### config.mk
export PLATFORM = sky130hd
export DESIGN_NAME = mm_share_arb
export DESIGN_NICKNAME = d
export VERILOG_FILES = /design/src/rtl/mm_share_arb.sv
export SDC_FILE = /design/constraint.sdc
export NUM_CORES = 1
export LEC_CHECK = 0
export CAP_MARGIN = 20
export CELL_PAD_IN_SITES_DETAIL_PLACEMENT = 0
export CELL_PAD_IN_SITES_GLOBAL_PLACEMENT = 1
export CORE_ASPECT_RATIO = 1.75
export CORE_MARGIN = 1.5
export CORE_UTILIZATION = 31
export DETAILED_ROUTE_END_ITERATION = 16
export PLACE_DENSITY_LB_ADDON = 0.12
export SLEW_MARGIN = 5
export SYNTH_ARGS = -nofsm -noshare
export SYNTH_HDL_FRONTEND = slang
export SYNTH_SLANG_ARGS = --single-unit
export TNS_END_PERCENT = 50
### constraint.sdc
create_clock -name clk -period 2.4 [get_ports clk]
set_clock_uncertainty 0.1 [all_clocks]
set_input_delay 0.36 -clock clk [delete_from_list [all_inputs] [get_ports clk]]
set_output_delay 0.36 -clock clk [all_outputs]
set_load 0.01 [all_outputs]
### src/rtl/mm_share_arb.sv
// rtl/mm_share_arb.sv - round-robin share of one pipelined Montgomery multiplier between two requesters
module mm_share_arb #(
   parameter int DW     = 32,
   parameter int MM_LAT = 6,
   parameter int ID_W   = 4
) (
   input  logic            clk,
   input  logic            rstn,
   input  logic [1:0]      req_valid,
   output logic [1:0]      req_ready,
   input  logic [DW-1:0]   req_a0,
   input  logic [DW-1:0]   req_b0,
   input  logic [DW-1:0]   req_a1,
   input  logic [DW-1:0]   req_b1,
   input  logic [ID_W-1:0] req_id0,
   input  logic [ID_W-1:0] req_id1,
   output logic [DW-1:0]   mm_in1,
   output logic [DW-1:0]   mm_in2,
   output logic [DW-1:0]   mm_mu,
   output logic [DW-1:0]   mm_p,
   output logic [DW-1:0]   mm__p,
   input  logic [DW-1:0]   mm_out,
   output logic [1:0]      rsp_valid,
   output logic [DW-1:0]   rsp_data,
   output logic [ID_W-1:0] rsp_id,
   input  logic            cfg_we,
   input  logic [DW-1:0]   cfg_mu,
   input  logic [DW-1:0]   cfg_p,
   input  logic [DW-1:0]   cfg__p,
   output logic            cfg_busy,
   output logic            cfg_done
);

   localparam int DEPTH = MM_LAT + 1;
   localparam int CW    = $clog2(MM_LAT + 3);

   typedef enum logic [1:0] {S_RUN, S_DRAIN, S_LOAD} state_t;

   state_t          r_state;
   logic            r_last;
   logic [DW-1:0]   r_in1, r_in2;
   logic [DW-1:0]   r_mu, r_p, r_np;
   logic [DW-1:0]   r_sh_mu, r_sh_p, r_sh_np;
   logic [CW-1:0]   r_cnt;
   logic            r_tv  [DEPTH];
   logic            r_tr  [DEPTH];
   logic [ID_W-1:0] r_tid [DEPTH];

   logic [1:0]      w_grant;
   logic            w_issue;
   logic            w_sel;
   logic            w_rsp;
   logic [CW-1:0]   w_cnt_next;

   // grant: only in RUN, a same-cycle cfg_we wins; on contention the non-last requester wins
   always_comb begin
      w_grant = 2'b00;
      if (rstn && r_state == S_RUN && !cfg_we) begin
         case (req_valid)
            2'b01:   w_grant = 2'b01;
            2'b10:   w_grant = 2'b10;
            2'b11:   w_grant = r_last ? 2'b01 : 2'b10;
            default: w_grant = 2'b00;
         endcase
      end
   end

   assign w_issue   = |w_grant;
   assign w_sel     = w_grant[1];
   assign req_ready = w_grant;
   assign w_rsp     = r_tv[DEPTH-1];

   // in-flight count after this edge; a simultaneous issue and retire cancel
   always_comb begin
      w_cnt_next = r_cnt;
      case ({w_issue, w_rsp})
         2'b10:   w_cnt_next = r_cnt + CW'(1);
         2'b01:   w_cnt_next = r_cnt - CW'(1);
         default: w_cnt_next = r_cnt;
      endcase
   end

   // operand registers and round-robin pointer move only on a handshake
   always_ff @(posedge clk or negedge rstn) begin
      if (!rstn) begin
         r_in1  <= '0;
         r_in2  <= '0;
         r_last <= 1'b1;
      end else if (w_issue) begin
         r_in1  <= w_sel ? req_a1 : req_a0;
         r_in2  <= w_sel ? req_b1 : req_b0;
         r_last <= w_sel;
      end
   end

   // tag pipeline mirrors the multiplier latency plus the operand register stage
   always_ff @(posedge clk or negedge rstn) begin
      if (!rstn) begin
         for (int k = 0; k < DEPTH; k++) begin
            r_tv[k]  <= 1'b0;
            r_tr[k]  <= 1'b0;
            r_tid[k] <= '0;
         end
         r_cnt <= '0;
      end else begin
         r_tv[0]  <= w_issue;
         r_tr[0]  <= w_sel;
         r_tid[0] <= w_sel ? req_id1 : req_id0;
         for (int k = 1; k < DEPTH; k++) begin
            r_tv[k]  <= r_tv[k-1];
            r_tr[k]  <= r_tr[k-1];
            r_tid[k] <= r_tid[k-1];
         end
         r_cnt <= w_cnt_next;
      end
   end

   // constant reload: capture shadows, wait for the pipeline to empty, then swap in one LOAD cycle
   always_ff @(posedge clk or negedge rstn) begin
      if (!rstn) begin
         r_state <= S_RUN;
         r_sh_mu <= '0;
         r_sh_p  <= '0;
         r_sh_np <= '0;
         r_mu    <= '0;
         r_p     <= '0;
         r_np    <= '0;
      end else begin
         case (r_state)
            S_RUN: begin
               if (cfg_we) begin
                  r_sh_mu <= cfg_mu;
                  r_sh_p  <= cfg_p;
                  r_sh_np <= cfg__p;
                  r_state <= S_DRAIN;
               end
            end
            S_DRAIN: begin
               // looking at the next count lets LOAD follow the last result directly
               if (w_cnt_next == '0) r_state <= S_LOAD;
            end
            S_LOAD: begin
               r_mu    <= r_sh_mu;
               r_p     <= r_sh_p;
               r_np    <= r_sh_np;
               r_state <= S_RUN;
            end
            default: r_state <= S_RUN;
         endcase
      end
   end

   assign mm_in1    = r_in1;
   assign mm_in2    = r_in2;
   assign mm_mu     = r_mu;
   assign mm_p      = r_p;
   assign mm__p     = r_np;
   assign rsp_valid = w_rsp ? (r_tr[DEPTH-1] ? 2'b10 : 2'b01) : 2'b00;
   assign rsp_id    = w_rsp ? r_tid[DEPTH-1] : '0;
   assign rsp_data  = mm_out;
   assign cfg_busy  = (r_state != S_RUN);
   assign cfg_done  = (r_state == S_LOAD);

endmodule

==> results_dict.tcl <==
set metrics [dict create \
    cts_buffer_depth 3 \
    core_area_sq_mm 0.03764 \
    area_of_all_placed_cells_without_fillers_sq_mm 0.01752 \
    floorplan.rows 94 \
    highest_clock_rate_ghz 0.4120 \
    crit_required_ns 2.74 \
    gp_congestion 0.7448 \
    dieArea_sq_mm 0.03944 \
    floorplan.io_pins 471 \
    power.density_mw_per_mm2 1168 \
    synth_cells 815 \
    period_utilization_pct 101.1 \
    ir_drop_uv 629.3 \
    layout-drive-gt1-share_pct 24.29 \
    nNetsFinal 1485 \
    post_drt_wl_per_cell_um 19.23 \
    rsz_0062_raised_after_global_routing "yes" \
    antenna_found_initial 2 \
    die_width_um 150.8 \
    timing.critical_path.from_type "register" \
    rr_endpoint "r_state[1]$_DFFE_PN0P_" \
    worst_setup_path_end_kind "register" \
    mostFrequentLayoutCell "sky130_fd_sc_hd__clkdlybuf4s50_1" \
    failing_checks "setup timing" \
    seq_area_frac_synth_pct 64.44 \
    detail_route.iter0.violations 186 \
    worstSkewPairLatency_ns 0.56 \
    preCtsSetupSlack_ns -0.5477 \
    r2r.worst_path.cells 8 \
    number_of_max_cap_violations 0 \
    io_buffer_count 406 \
    synthToLayoutAreaGrowth_pct 47.90 \
    final_period_minus_worst_setup_slack_ns 2.427 \
    clock_tree_from_tritoncts "done" \
    worst_max_slew_pin_slew_ns 1.062 \
    crit-reg2reg-launch "r_state[1]$_DFFE_PN0P_" \
    die_y_um 261.6 \
    cts_num_sinks 305 \
    finalHoldViolations 0 \
    crit_arrival_ns 2.77 \
    largest_net_degree_at_the_start_of_global_routing 179 \
    slew_viol_final 0 \
    route.detailed.vias_per_inst 4.514 \
    syn-cell-area_sq_mm 0.01185 \
    cts_made_buffers 30 \
    drt.antenna.violating_nets 0 \
    first_global_vias 8601 \
    mostFrequentLayoutCells "sky130_fd_sc_hd__clkdlybuf4s50_1 (401), sky130_fd_sc_hd__dfrtp_1 (304), sky130_fd_sc_hd__mux2_2 (196)" \
    power.leakage_nw 7.762 \
    crit_type "reg -> reg" \
    outcome "finished, violations left" \
    drt-pass1-iter-count 4 \
    reg2reg_setup_slack_ns -0.03 \
    post_synth.cell_area_avg_sq_um 14.54 \
    nFillCells 3493 \
    cts_root_buf "sky130_fd_sc_hd__clkbuf_16" \
    deepest_level_of_the_cts_h_tree 1 \
    detailed_place_hpwl_mm 24.15 \
    wirelength_mm 33.01 \
    floorplan.initialDensity_pct 31.48 \
    hold_start "r_tv[2]$_DFF_PN0_" \
    hold_path_end "r_tv[1]$_DFF_PN0_" \
    yosysWarnings 0 \
    mappedNetlistNets 1088 \
    slew_headroom_pct 29.17 \
    timing.hold.worst_path_depth 0 \
    placed_standard_cell_area_sq_mm 0.01645 \
    route.vias.total 7751 \
    worst_path_clk_slew_ns 0.06 \
    grt_overflow_total 0 \
    post_route_drc 0 \
    setup_total_negative_slack_ns -0.02715 \
    final.hold.worst_slack_ns 0.2486 \
    report.final.setup_viol 1 \
    gr-usage-all-layers_pct 16.61 \
    min_path_type "reg -> reg" \
    synth-seq-cells 305 \
    layout_setup_ws_ns -0.02715 \
    synth_cell_types 32 \
    crit_path_max_fanout 3 \
    first_pass_grt_wire_length_mm 49.98 \
]
-- metrics by stage --
| stage | cells | total power, mW | util [%] |
|---|---|---|---|
| after floorplan | 815 | 11.80 | - |
| after global routing | 1717 | 21.77 | 46.55 |
| after global placement | 1654 | 15.83 | 43.71 |
| after CTS | 1712 | 20.85 | 46.44 |
| final | 1717 | 20.47 | 46.55 |
| after detailed placement | 1654 | 15.97 | 43.71 |
-- how the worst max path moves through the flow --
stage / endpoint / from / cells after the start / slack, ns
final: r_state[1]$_DFFE_PN0P_ / r_state[1]$_DFFE_PN0P_ / 8 / -0.03
after global routing: r_state[1]$_DFFE_PN0P_ / r_state[1]$_DFFE_PN0P_ / 8 / -0.15
after CTS: r_state[1]$_DFFE_PN0P_ / r_state[0]$_DFFE_PN0P_ / 8 / -0.09
after detailed placement: r_state[1]$_DFFE_PN0P_ / cfg_we / 9 / -0.55
after global placement: r_state[1]$_DFFE_PN0P_ / cfg_we / 9 / -0.52
after floorplan: r_state[1]$_DFFE_PN0P_ / r_state[1]$_DFFE_PN0P_ / 8 / 0.009
-- sequential cells by signal, summed over array words and instances (netlist names) --
name	flops
mm__p	32
mm_in1	32
mm_in2	32
mm_mu	32
mm_p	32
r_sh_mu	32
r_sh_np	32
r_sh_p	32
r_tid	28
r_tr	7
r_tv	6
r_cnt	4
r_state	2
r_last	1
w_rsp	1
-- timing repair --
item / 4_1_cts / 5_1_grt
setup endpoints to repair: 6 / 5
setup buffers: 2 / 3
pin swaps: 2 / 2
resized for setup: 15 / 4
hold endpoints to repair: 126 / 0
hold buffers: 1 / 0
-- where the power goes --
| part | switching, mW | total [mW] | internal [mW] | leakage [nW] |
|---|---|---|---|---|
| Sequential | 1.11 | 8.46 | 7.35 | 3.67 |
| Combinational | 2.83 | 7.31 | 4.48 | 3.60 |
| Clock | 2.02 | 4.70 | 2.68 | 0.489 |
| Total | 5.96 | 20.5 | 14.5 | 7.76 |
-- metal layers --
metal | vias up | share of wire [%] | global-route usage, % | routed length [um]
met5 | - | 0 | 0 | 0
met4 | 0 | 1.6 | 4.827 | 526
met3 | 32 | 9.6 | 6.220 | 3184
met2 | 339 | 54 | 30.52 | 17750
met1 | 3812 | 35 | 17.38 | 11550
li1 | 3568 | - | - | -
-- critical path, stage by stage (launching register included) --
cell,delay [ns]
sky130_fd_sc_hd__dfrtp_1,0.40
sky130_fd_sc_hd__nor4b_4,0.36
sky130_fd_sc_hd__o21ai_2,0.13
sky130_fd_sc_hd__ha_4,0.20
sky130_fd_sc_hd__ha_4,0.28
sky130_fd_sc_hd__nand3_2,0.07
sky130_fd_sc_hd__and4b_1,0.20
sky130_fd_sc_hd__or3b_4,0.38
sky130_fd_sc_hd__and4b_1,0.18
-- synth_stat cells (all sizes together) --
cell	count	area (sq um)
o21bai	2	15.01
mux2i	65	650.6
clkbuf	3	11.26
and2	5	31.28
a21oi	68	340.3
inv	7	26.27
buf	73	467.9
fa	1	20.02
nor4b	1	23.77
dfstp	1	26.28
xnor2	1	8.760
and4b	2	20.02
nor2	65	246.5
o21ai	2	10.00
xor2	1	8.760
or2	1	6.260
dfrtp	304	7607
nand3	2	10.01
or3b	1	8.760
a31oi	2	12.51
nand2	4	15.01
mux2	196	2207
a211oi	1	7.510
nand4b	1	8.760
ha	3	37.54
nand4	1	6.260
nor2b	2	12.51
-- area by class of cell --
type,count,area (sq um),area share [%]
multi-input cells,427,3791,21.64
clock buffers,44,893.4,5.099
flip-flops and latches,305,7634,43.57
repair buffers,441,4473,25.53
inverters,7,27.53,0.1571
clock inverters,11,96.34,0.5499
diodes,2,5.005,0.02857
well taps,480,600.6,3.428
-- cells by family (layout without fill, tap and decap cells) --
kind of cell	count (synthesis)	in the layout	share of synthesized area, %
flip-flops	305	305	64.44
multiplexers	261	261	24.12
AND/OR/NAND/NOR	85	85	3.285
buffers and inverters	83	503	4.267
AO/OA/AOI/OAI	75	75	3.253
adder cells (fa/ha/maj)	4	4	0.4859
XOR/XNOR	2	2	0.1479
other	0	2	0
(Power assumes the default switching activity.)
